==> src/rtl/game_config.sv <==
// Shared game-wide configuration: raster geometry, colour width and default
// sprite colour, plus a small helper for sizing index fields.
package game_config;

  localparam int SCREEN_WIDTH  = 640;
  localparam int SCREEN_HEIGHT = 480;
  localparam int RGB_W         = 3;

  localparam logic [RGB_W-1:0] DEFAULT_SPRITE_RGB = 3'b111;

  // Width of a field able to index n entries; never narrower than one bit.
  function automatic int idx_w(input int n);
    return (n > 1) ? $clog2(n) : 1;
  endfunction

endpackage

==> src/rtl/game_sprite_rom.sv <==
// Combinational sprite mask lookup.
// Ports:
//   row    - sprite-relative row, 0 is the top row
//   col    - sprite-relative column, 0 is the leftmost column
//   opaque - mask bit at row*SPRITE_WIDTH + col
module game_sprite_rom
  import game_config::*;
#(
  parameter int SPRITE_WIDTH  = 8,
  parameter int SPRITE_HEIGHT = 8,
  parameter logic [SPRITE_WIDTH*SPRITE_HEIGHT-1:0] SPRITE_MASK = '1
) (
  input  logic [idx_w(SPRITE_HEIGHT)-1:0] row,
  input  logic [idx_w(SPRITE_WIDTH)-1:0]  col,
  output logic                            opaque
);

  localparam int NPIX = SPRITE_WIDTH * SPRITE_HEIGHT;
  localparam int IW   = idx_w(NPIX);

  logic [IW-1:0] idx;

  assign idx    = IW'(int'(row) * SPRITE_WIDTH + int'(col));
  assign opaque = SPRITE_MASK[idx];

endmodule

==> src/rtl/game_sprite_display.sv <==
// Single-sprite overlay for a raster display.
// Sprite position is latched once per frame so moves never tear; the raster
// position is pushed through a free-running 2-stage pipeline that reports
// whether the pixel is an opaque sprite pixel and its colour.
// Ports:
//   clk, rst            - clock, asynchronous active-high reset
//   frame_start         - one-cycle pulse at the start of each frame
//   display_on, x, y    - raster pixel valid and position
//   sprite_x, sprite_y  - sprite top-left from the sprite controller
//   sprite_within       - opaque sprite pixel, 2 cycles after x/y
//   sprite_rgb          - sprite colour when sprite_within, else 0
//   sprite_visible      - previous frame drew at least one sprite pixel
module game_sprite_display
  import game_config::*;
#(
  parameter int SPRITE_WIDTH  = 8,
  parameter int SPRITE_HEIGHT = 8,
  parameter int screen_width  = SCREEN_WIDTH,
  parameter int screen_height = SCREEN_HEIGHT,
  parameter int w_x           = $clog2(screen_width),
  parameter int w_y           = $clog2(screen_height),
  parameter logic [SPRITE_WIDTH*SPRITE_HEIGHT-1:0] SPRITE_MASK = '1,
  parameter logic [RGB_W-1:0] SPRITE_RGB = DEFAULT_SPRITE_RGB
) (
  input  logic             clk,
  input  logic             rst,
  input  logic             frame_start,
  input  logic             display_on,
  input  logic [w_x-1:0]   x,
  input  logic [w_y-1:0]   y,
  input  logic [w_x-1:0]   sprite_x,
  input  logic [w_y-1:0]   sprite_y,
  output logic             sprite_within,
  output logic [RGB_W-1:0] sprite_rgb,
  output logic             sprite_visible
);

  localparam int CW = idx_w(SPRITE_WIDTH);
  localparam int RW = idx_w(SPRITE_HEIGHT);

  // Per-frame shadow of the sprite position.
  logic [w_x-1:0] lx;
  logic [w_y-1:0] ly;

  // Stage-1 combinational terms. The extra MSB is the borrow, so a raster
  // position left of / above the sprite never aliases into it and x never
  // wraps for sprites hanging off the right edge.
  logic [w_x:0] rx;
  logic [w_y:0] ry;
  logic         inside_d;

  assign rx = {1'b0, x} - {1'b0, lx};
  assign ry = {1'b0, y} - {1'b0, ly};

  assign inside_d = display_on && !rx[w_x] && !ry[w_y] &&
                    (rx < (w_x+1)'(SPRITE_WIDTH)) &&
                    (ry < (w_y+1)'(SPRITE_HEIGHT));

  // Stage-1 registers.
  logic          s1_inside;
  logic [CW-1:0] s1_col;
  logic [RW-1:0] s1_row;

  // Mask lookup; address forced to 0 unless the pixel is inside the sprite.
  logic [CW-1:0] rom_col;
  logic [RW-1:0] rom_row;
  logic          opaque;
  logic          hit;

  assign rom_col = s1_inside ? s1_col : '0;
  assign rom_row = s1_inside ? s1_row : '0;
  assign hit     = s1_inside && opaque;

  game_sprite_rom #(
    .SPRITE_WIDTH  (SPRITE_WIDTH),
    .SPRITE_HEIGHT (SPRITE_HEIGHT),
    .SPRITE_MASK   (SPRITE_MASK)
  ) u_rom (
    .row    (rom_row),
    .col    (rom_col),
    .opaque (opaque)
  );

  // Frame-boundary latch. A pixel entering stage 1 on the frame_start cycle
  // still sees the old lx/ly, since they change only at this edge.
  // NOTE: every register here is async-reset; there is no memory array, so
  // nothing is left uninitialised and no output can glitch high out of reset.
  always_ff @(posedge clk or posedge rst) begin
    if (rst) begin
      lx <= '0;
      ly <= '0;
    end else if (frame_start) begin
      lx <= sprite_x;
      ly <= sprite_y;
    end
  end

  // NOTE: non-blocking assignments keep the two stages one cycle apart;
  // blocking ones would collapse the pipeline into a single stage.
  always_ff @(posedge clk or posedge rst) begin
    if (rst) begin
      s1_inside     <= 1'b0;
      s1_col        <= '0;
      s1_row        <= '0;
      sprite_within <= 1'b0;
      sprite_rgb    <= '0;
    end else begin
      s1_inside     <= inside_d;
      s1_col        <= rx[CW-1:0];
      s1_row        <= ry[RW-1:0];
      sprite_within <= hit;
      sprite_rgb    <= hit ? SPRITE_RGB : '0;
    end
  end

  // Frame visibility. A pixel drawn on the frame_start cycle belongs to the
  // new frame, so set takes priority over clear.
  logic seen_acc;

  always_ff @(posedge clk or posedge rst) begin
    if (rst) begin
      seen_acc       <= 1'b0;
      sprite_visible <= 1'b0;
    end else begin
      if (frame_start)
        sprite_visible <= seen_acc;
      if (sprite_within)
        seen_acc <= 1'b1;
      else if (frame_start)
        seen_acc <= 1'b0;
    end
  end

endmodule
==> config.mk <==
export PLATFORM = sky130hd
export DESIGN_NAME = game_sprite_display
export DESIGN_NICKNAME = d
export VERILOG_FILES = /design/src/rtl/game_config.sv /design/src/rtl/game_sprite_rom.sv /design/src/rtl/game_sprite_display.sv
export SDC_FILE = /design/constraint.sdc
export NUM_CORES = 1
export LEC_CHECK = 0
export ABC_AREA = 1
export BUFFER_PORTS_ARGS = -buffer_cell sky130_fd_sc_hd__buf_2
export CORE_MARGIN = 4
export CORE_UTILIZATION = 25
export CTS_BUF_LIST = sky130_fd_sc_hd__clkbuf_8
export DETAILED_ROUTE_END_ITERATION = 8
export PLACE_DENSITY = 0.53
export SYNTH_ARGS = -nofsm -noshare
export SYNTH_HDL_FRONTEND = slang
export SYNTH_SLANG_ARGS = --single-unit
==> constraint.sdc <==
create_clock -name clk -period 4.1 [get_ports clk]
set_input_delay 0.82 -clock clk [delete_from_list [all_inputs] [get_ports clk]]
set_output_delay 0.82 -clock clk [all_outputs]
set_load 0.02 [all_outputs]
After elaboration in Yosys (flattened, before gate mapping)
Memories as Yosys holds them, arrays and structs flattened.
Cells that the tools add are included.
Widths: inputs -> output; s select.

word-level totals
  register bits after elaboration = 32
  ROM bits = 64
  input port bits = 42
  output and inout port bits = 5
  word-level logic and storage cells = 30
  memories kept = 1

operators by class
  add/subtract/negate cells = 3
  order comparisons = 3
  multiplexer cells = 6
  reduce and logical (&&, ||, !) cells = 8

memories
  memory           words  width  rd ports  clocked after memory_dff  wr ports  RTL line               RTL
  (no name shown)  64     1      1         0                         0         game_sprite_rom.sv:24  assign opaque = SPRITE_MASK[idx];

operator list
  kind                 count
  $lt 11x4->1 const B  1
  $sub 10x10->11       1
  $lt 10x4->1 const B  1
  $sub 9x9->10         1
  $mux 3               3
  $lt 6x7->1 const B   1
  $add 6x3->6          1
  $logic_and 1x1->1    5
  $mux 1               3
  $logic_not 1->1      2
  $reduce_bool 2->1    1

Logic depth before layout (Yosys ltp)
  depth in word-level cells = 6
  depth in mapped cells = 14
  gate-level depth less buffers = 14

Cells and area by module
A second synthesis with hierarchy kept.

unflattened totals
  cell total of the unflattened synthesis = 324
  area total of the unflattened synthesis = 2202.1 µm²

modules (own cells, without submodules)
  module               times used  cells an instance  area each (µm²)  sequential area each (µm²)
  game_sprite_display  1           322                2190.9           725.7
  game_sprite_rom      1           2                  11.3             0.0

Worst setup path before layout
OpenSTA, ideal clock, no wires.

  kind = input-to-reg
  start point = in y[4]
  end point = reg s1_inside
  library setup time = 0.071 ns
  arrival = 1.912 ns
  data required time = 4.029 ns
  path slack = 2.116 ns
  cell stages on the path = 10
  cells stage by stage = ha_1 > nand2_2 > inv_2 > a21oi_4 > nand2_2 > nand2_1 > nand3_1 > nor3_2 > nand2_1 > nor2_1

on the way
  longest elaborated chain between the ends = 5
  elaborated cells on any way between the ends = 6
  classes of those cells = add/sub: 1; order compare: 1; reduce/logical: 4

RTL lines
  element                                              RTL line                    RTL
  start: declaration                                   game_sprite_display.sv:30   input logic [w_y-1:0] y,
  $sub 9x9->10 *                                       game_sprite_display.sv:53   assign ry = {1'b0, y} - {1'b0, ly};
  branches (longest 3 deep; another with $lt 10x4->1)  n/a
  $logic_and 1x1->1 *                                  game_sprite_display.sv:56   (rx < (w_x+1)'(SPRITE_WIDTH)) &&
  via inside_d                                         game_sprite_display.sv:50   logic inside_d;
  end signal: assignment                               game_sprite_display.sv:108  s1_inside <= inside_d;
  end: declaration                                     game_sprite_display.sv:60   logic s1_inside;

Mark *: on every way through the listed nets, which the timed path passes.
A chain may end at the register's enable or synchronous reset.

Worst setup path after layout
  start point = in x[2]
  end point = reg s1_inside

on the way
  longest elaborated chain between the ends = 6
  elaborated cells on any way between the ends = 7
  classes of those cells = add/sub: 1; order compare: 1; reduce/logical: 5

RTL lines
  element                                              RTL line                   RTL
  start: declaration                                   game_sprite_display.sv:29  input logic [w_x-1:0] x,
  $sub 10x10->11 *                                     game_sprite_display.sv:52  assign rx = {1'b0, x} - {1'b0, lx};
  branches (longest 3 deep; another with $lt 11x4->1)  n/a
  $logic_and 1x1->1 *                                  game_sprite_display.sv:55  assign inside_d = display_on && !rx[w_x] && !ry[w_y] &&
  $logic_and 1x1->1 *                                  game_sprite_display.sv:56
  via inside_d                                         game_sprite_display.sv:50

Marked as above.

==> impl_metrics.json <==
{
  "tightest_slew_ns": 0.889,
  "syn_inst": 288,
  "rows": 31,
  "drv_slew": 0,
  "root_buffer": "clkbuf_8",
  "cts_tree": "yes",
  "start_util_pct": 26.2,
  "drc_errors": 0,
  "antenna_found_initial": 0,
  "post_drt_wl_per_cell_um": 10.5,
  "hold_path.class": "reg -> reg",
  "path_buf_inv": 2,
  "cts_buffers": 3,
  "fin_tns_setup_ns": 0,
  "diodes": 0,
  "vias_per_cell": 4.20,
  "vias": 1808,
  "gp_congestion": 0.831,
  "nFillCells": 854,
  "synth_top_area_share_pct": 29.8,
  "grt_pass1_vias": 1641,
  "ys_warn_count": 0,
  "areaGrowthSynthToFinish_pct": 18.7,
  "startpoint_type": "input port",
  "ys_seq_elements": 23,
  "clockBufferDepth": 2,
  "register_area_um2": 576,
  "netlist_top_cells_count": "nand2_1 (89), inv_1 (58), dfrtp_1 (23), nand3_1 (18)",
  "synth_cell_type_count": 27,
  "multi_input_area_um2": 1090,
  "yosysMostFrequentCell": "nand2_1",
  "cts-htree-levels": 1,
  "synth-edff-count": 0,
  "clkSlewWorstSetupHoldPaths_ns": 0.09,
  "finClkSkew_ns": 0.00567,
  "peakVddDrop_v": 0.000140,
  "clk_latency_ns": 0.27,
  "die-area_um2": 9210,
  "slowest_delay_ns": 0.33,
  "drt_iter0_markers": 64,
  "cts.repair.resized": 0,
  "status": "finished clean",
  "drv_cap": 0,
  "drive_above_1_share_pct": 23.9,
  "arrival_ns": 2.24,
  "synth_area_leader_cell": "dfrtp_1",
  "synthTopCellsByArea": "dfrtp_1 (30%), nand2_1 (17%), inv_1 (11%)",
  "hold_buffers": 0,
  "die_x_um": 96.0,
  "io_buffer_count": 46,
  "layout_setup_ws_ns": 2.07,
  "dp_hpwl_um": 3870,
  "slowest_stage": "ha_1",
  "postCtsSetupBuffers": 0,
  "power_density_nw_per_um2": 289,
  "synth_ff_type": "dfrtp_1",
  "ant_nets": 0,
  "grt_max_degree": 40,
  "final_core_util_pct": 31.2,
  "end_kind": "flip-flop",
  "yosysSeqAreaShare_pct": 29.8,
  "synth_fp_nets": 347,
  "hold_viol_final": 0,
  "ioPinCount": 47,
  "r2r_setup_slack_ns": 2.35,
  "synthArstFlopShare_pct": 100,
  "die_y_um": 96.0,
  "finalNetCount": 391,
  "crit_family": "simple AND/OR/NAND/NOR gates",
  "rsz0062_at_grt": "false",
  "grt_pass1_wl_um": 7470,
  "fmax_mhz": 493,
  "wl_um": 4500,
  "pre_cts_slack_ns": 1.79,
  "worst-endpoint-required_ns": 4.31,
  "avgSynthCellArea_um2": 6.72,
  "fp.coreArea_um2": 7370,
  "report.final.setup_viol": 0,
  "path_cells": "buf_2 -> ha_1 -> nand2_1 -> inv_1 -> nand2_1 -> nand2_1 -> nand2_1 -> nand3_1 -> nor2_1 -> nand3_2 -> nor2_2 -> nand3_1 -> nor2_1",
  "p_leak_uw": 0.00134,
  "grt_usage_pct": 10.3,
  "crit_type": "in -> reg",
  "relSlewSlack_pct": 40.7,
  "finalCritPeriodShare_pct": 49.5,
  "min_period_ns": 2.03,
  "dr.pass1.iters": 4,
  "cts_sinks": 23,
  "crit_top_cell": "nand2_1",
  "synth_area_um2": 1930,
  "grt-ovfl-total": 0,
  "cp_max_fo": 4
}
## metal layers
| layer | track usage (%) | share of wire, % | up-vias |
|---|---|---|---|
| met5 | 0 | 0 | - |
| met4 | 3.20 | 1.0 | 0 |
| met3 | 1.09 | 3.4 | 4 |
| met2 | 15.6 | 45 | 29 |
| met1 | 15.3 | 50 | 797 |
| li1 | - | - | 978 |
## worst register-to-register path, cell delays in order (launching register included)
cell and delay [ns]:
dfrtp_1 0.36, inv_1 0.07, ha_1 0.26, nand2_1 0.14, inv_1 0.05, nand2_1 0.07, nand2_1 0.09, nand2_1 0.07
nand3_1 0.07, nor2_1 0.17, nand3_2 0.10, nor2_2 0.08, nand3_1 0.06, nor2_1 0.08
## area by class of cell
| type | instances | share of cell area, % |
|---|---|---|
| multi-input combinational | 197 | 47.5 |
| timing repair buffer | 46 | 10.0 |
| inverter | 61 | 9.97 |
| clock buffer | 3 | 1.80 |
| sequential | 23 | 25.1 |
| tap | 99 | 5.40 |
| clock inverter | 1 | 0.218 |
## through the flow
stage	hold slack (ns)	cell area [um^2]	total power (uW)	instances
4_1_cts	0.390	2300	673	430
3_5_place_dp	0.348	2250	527	426
5_1_grt	0.400	2300	725	430
6_report	0.393	2300	663	430
2_1_floorplan	0.331	1930	458	288
3_3_place_gp	0.390	2250	525	426
## state kept, by name, indices dropped and copies added, names as in the netlist
register        flops
sprite_rgb          1
seen_acc            1
sprite_visible      1
ly                  9
lx                 10
s1_inside           1
## kinds of logic (layout without fill, tap and decap cells)
logic type	Yosys count	in the layout	synth area share, %
adder cells (fa/ha/maj)	17	17	11.0
AO/OA/AOI/OAI	36	36	11.0
buffers and inverters	68	111	13.8
AND/OR/NAND/NOR	142	142	33.2
multiplexers	2	2	1.16
flip-flops	23	23	29.8
## path summary, 6_finish.rpt
kind,startpoint,to,cells after the start
worst max-delay path,x[2],s1_inside,13
worst min-delay path,s1_inside,sprite_rgb[1],0
worst max register to register,lx[2],s1_inside,13
worst min register to register,s1_inside,sprite_rgb[1],0
max in group asynchronous,rst,lx[8],2
min in group asynchronous,rst,ly[0],2
## power breakdown
| group | switching [uW] | internal (uW) |
|---|---|---|
| clock | 75.1 | 67.9 |
| sequential | 4.69 | 244 |
| combinational | 168 | 103 |
| total | 248 | 415 |
## placed cells by master, fill, tap and decap left out
cell / count
o21a_1: 1
buf_2: 46
o21ai_0: 17
a21oi_4: 1
nor3_2: 1
nor2_2: 4
clkinv_2: 1
inv_1: 58
nand3_1: 18
clkbuf_8: 3
a21oi_1: 10
nor2_1: 8
nor3_1: 1
nand4_1: 3
nand2_1: 89
a21o_1: 1
nand3b_1: 2
a31oi_1: 1
nand2_2: 12
inv_2: 3
a21oi_2: 2
mux2_2: 2
nand3_2: 4
dfrtp_1: 23
o21bai_1: 3
ha_1: 17
(Power assumes the default switching activity.)
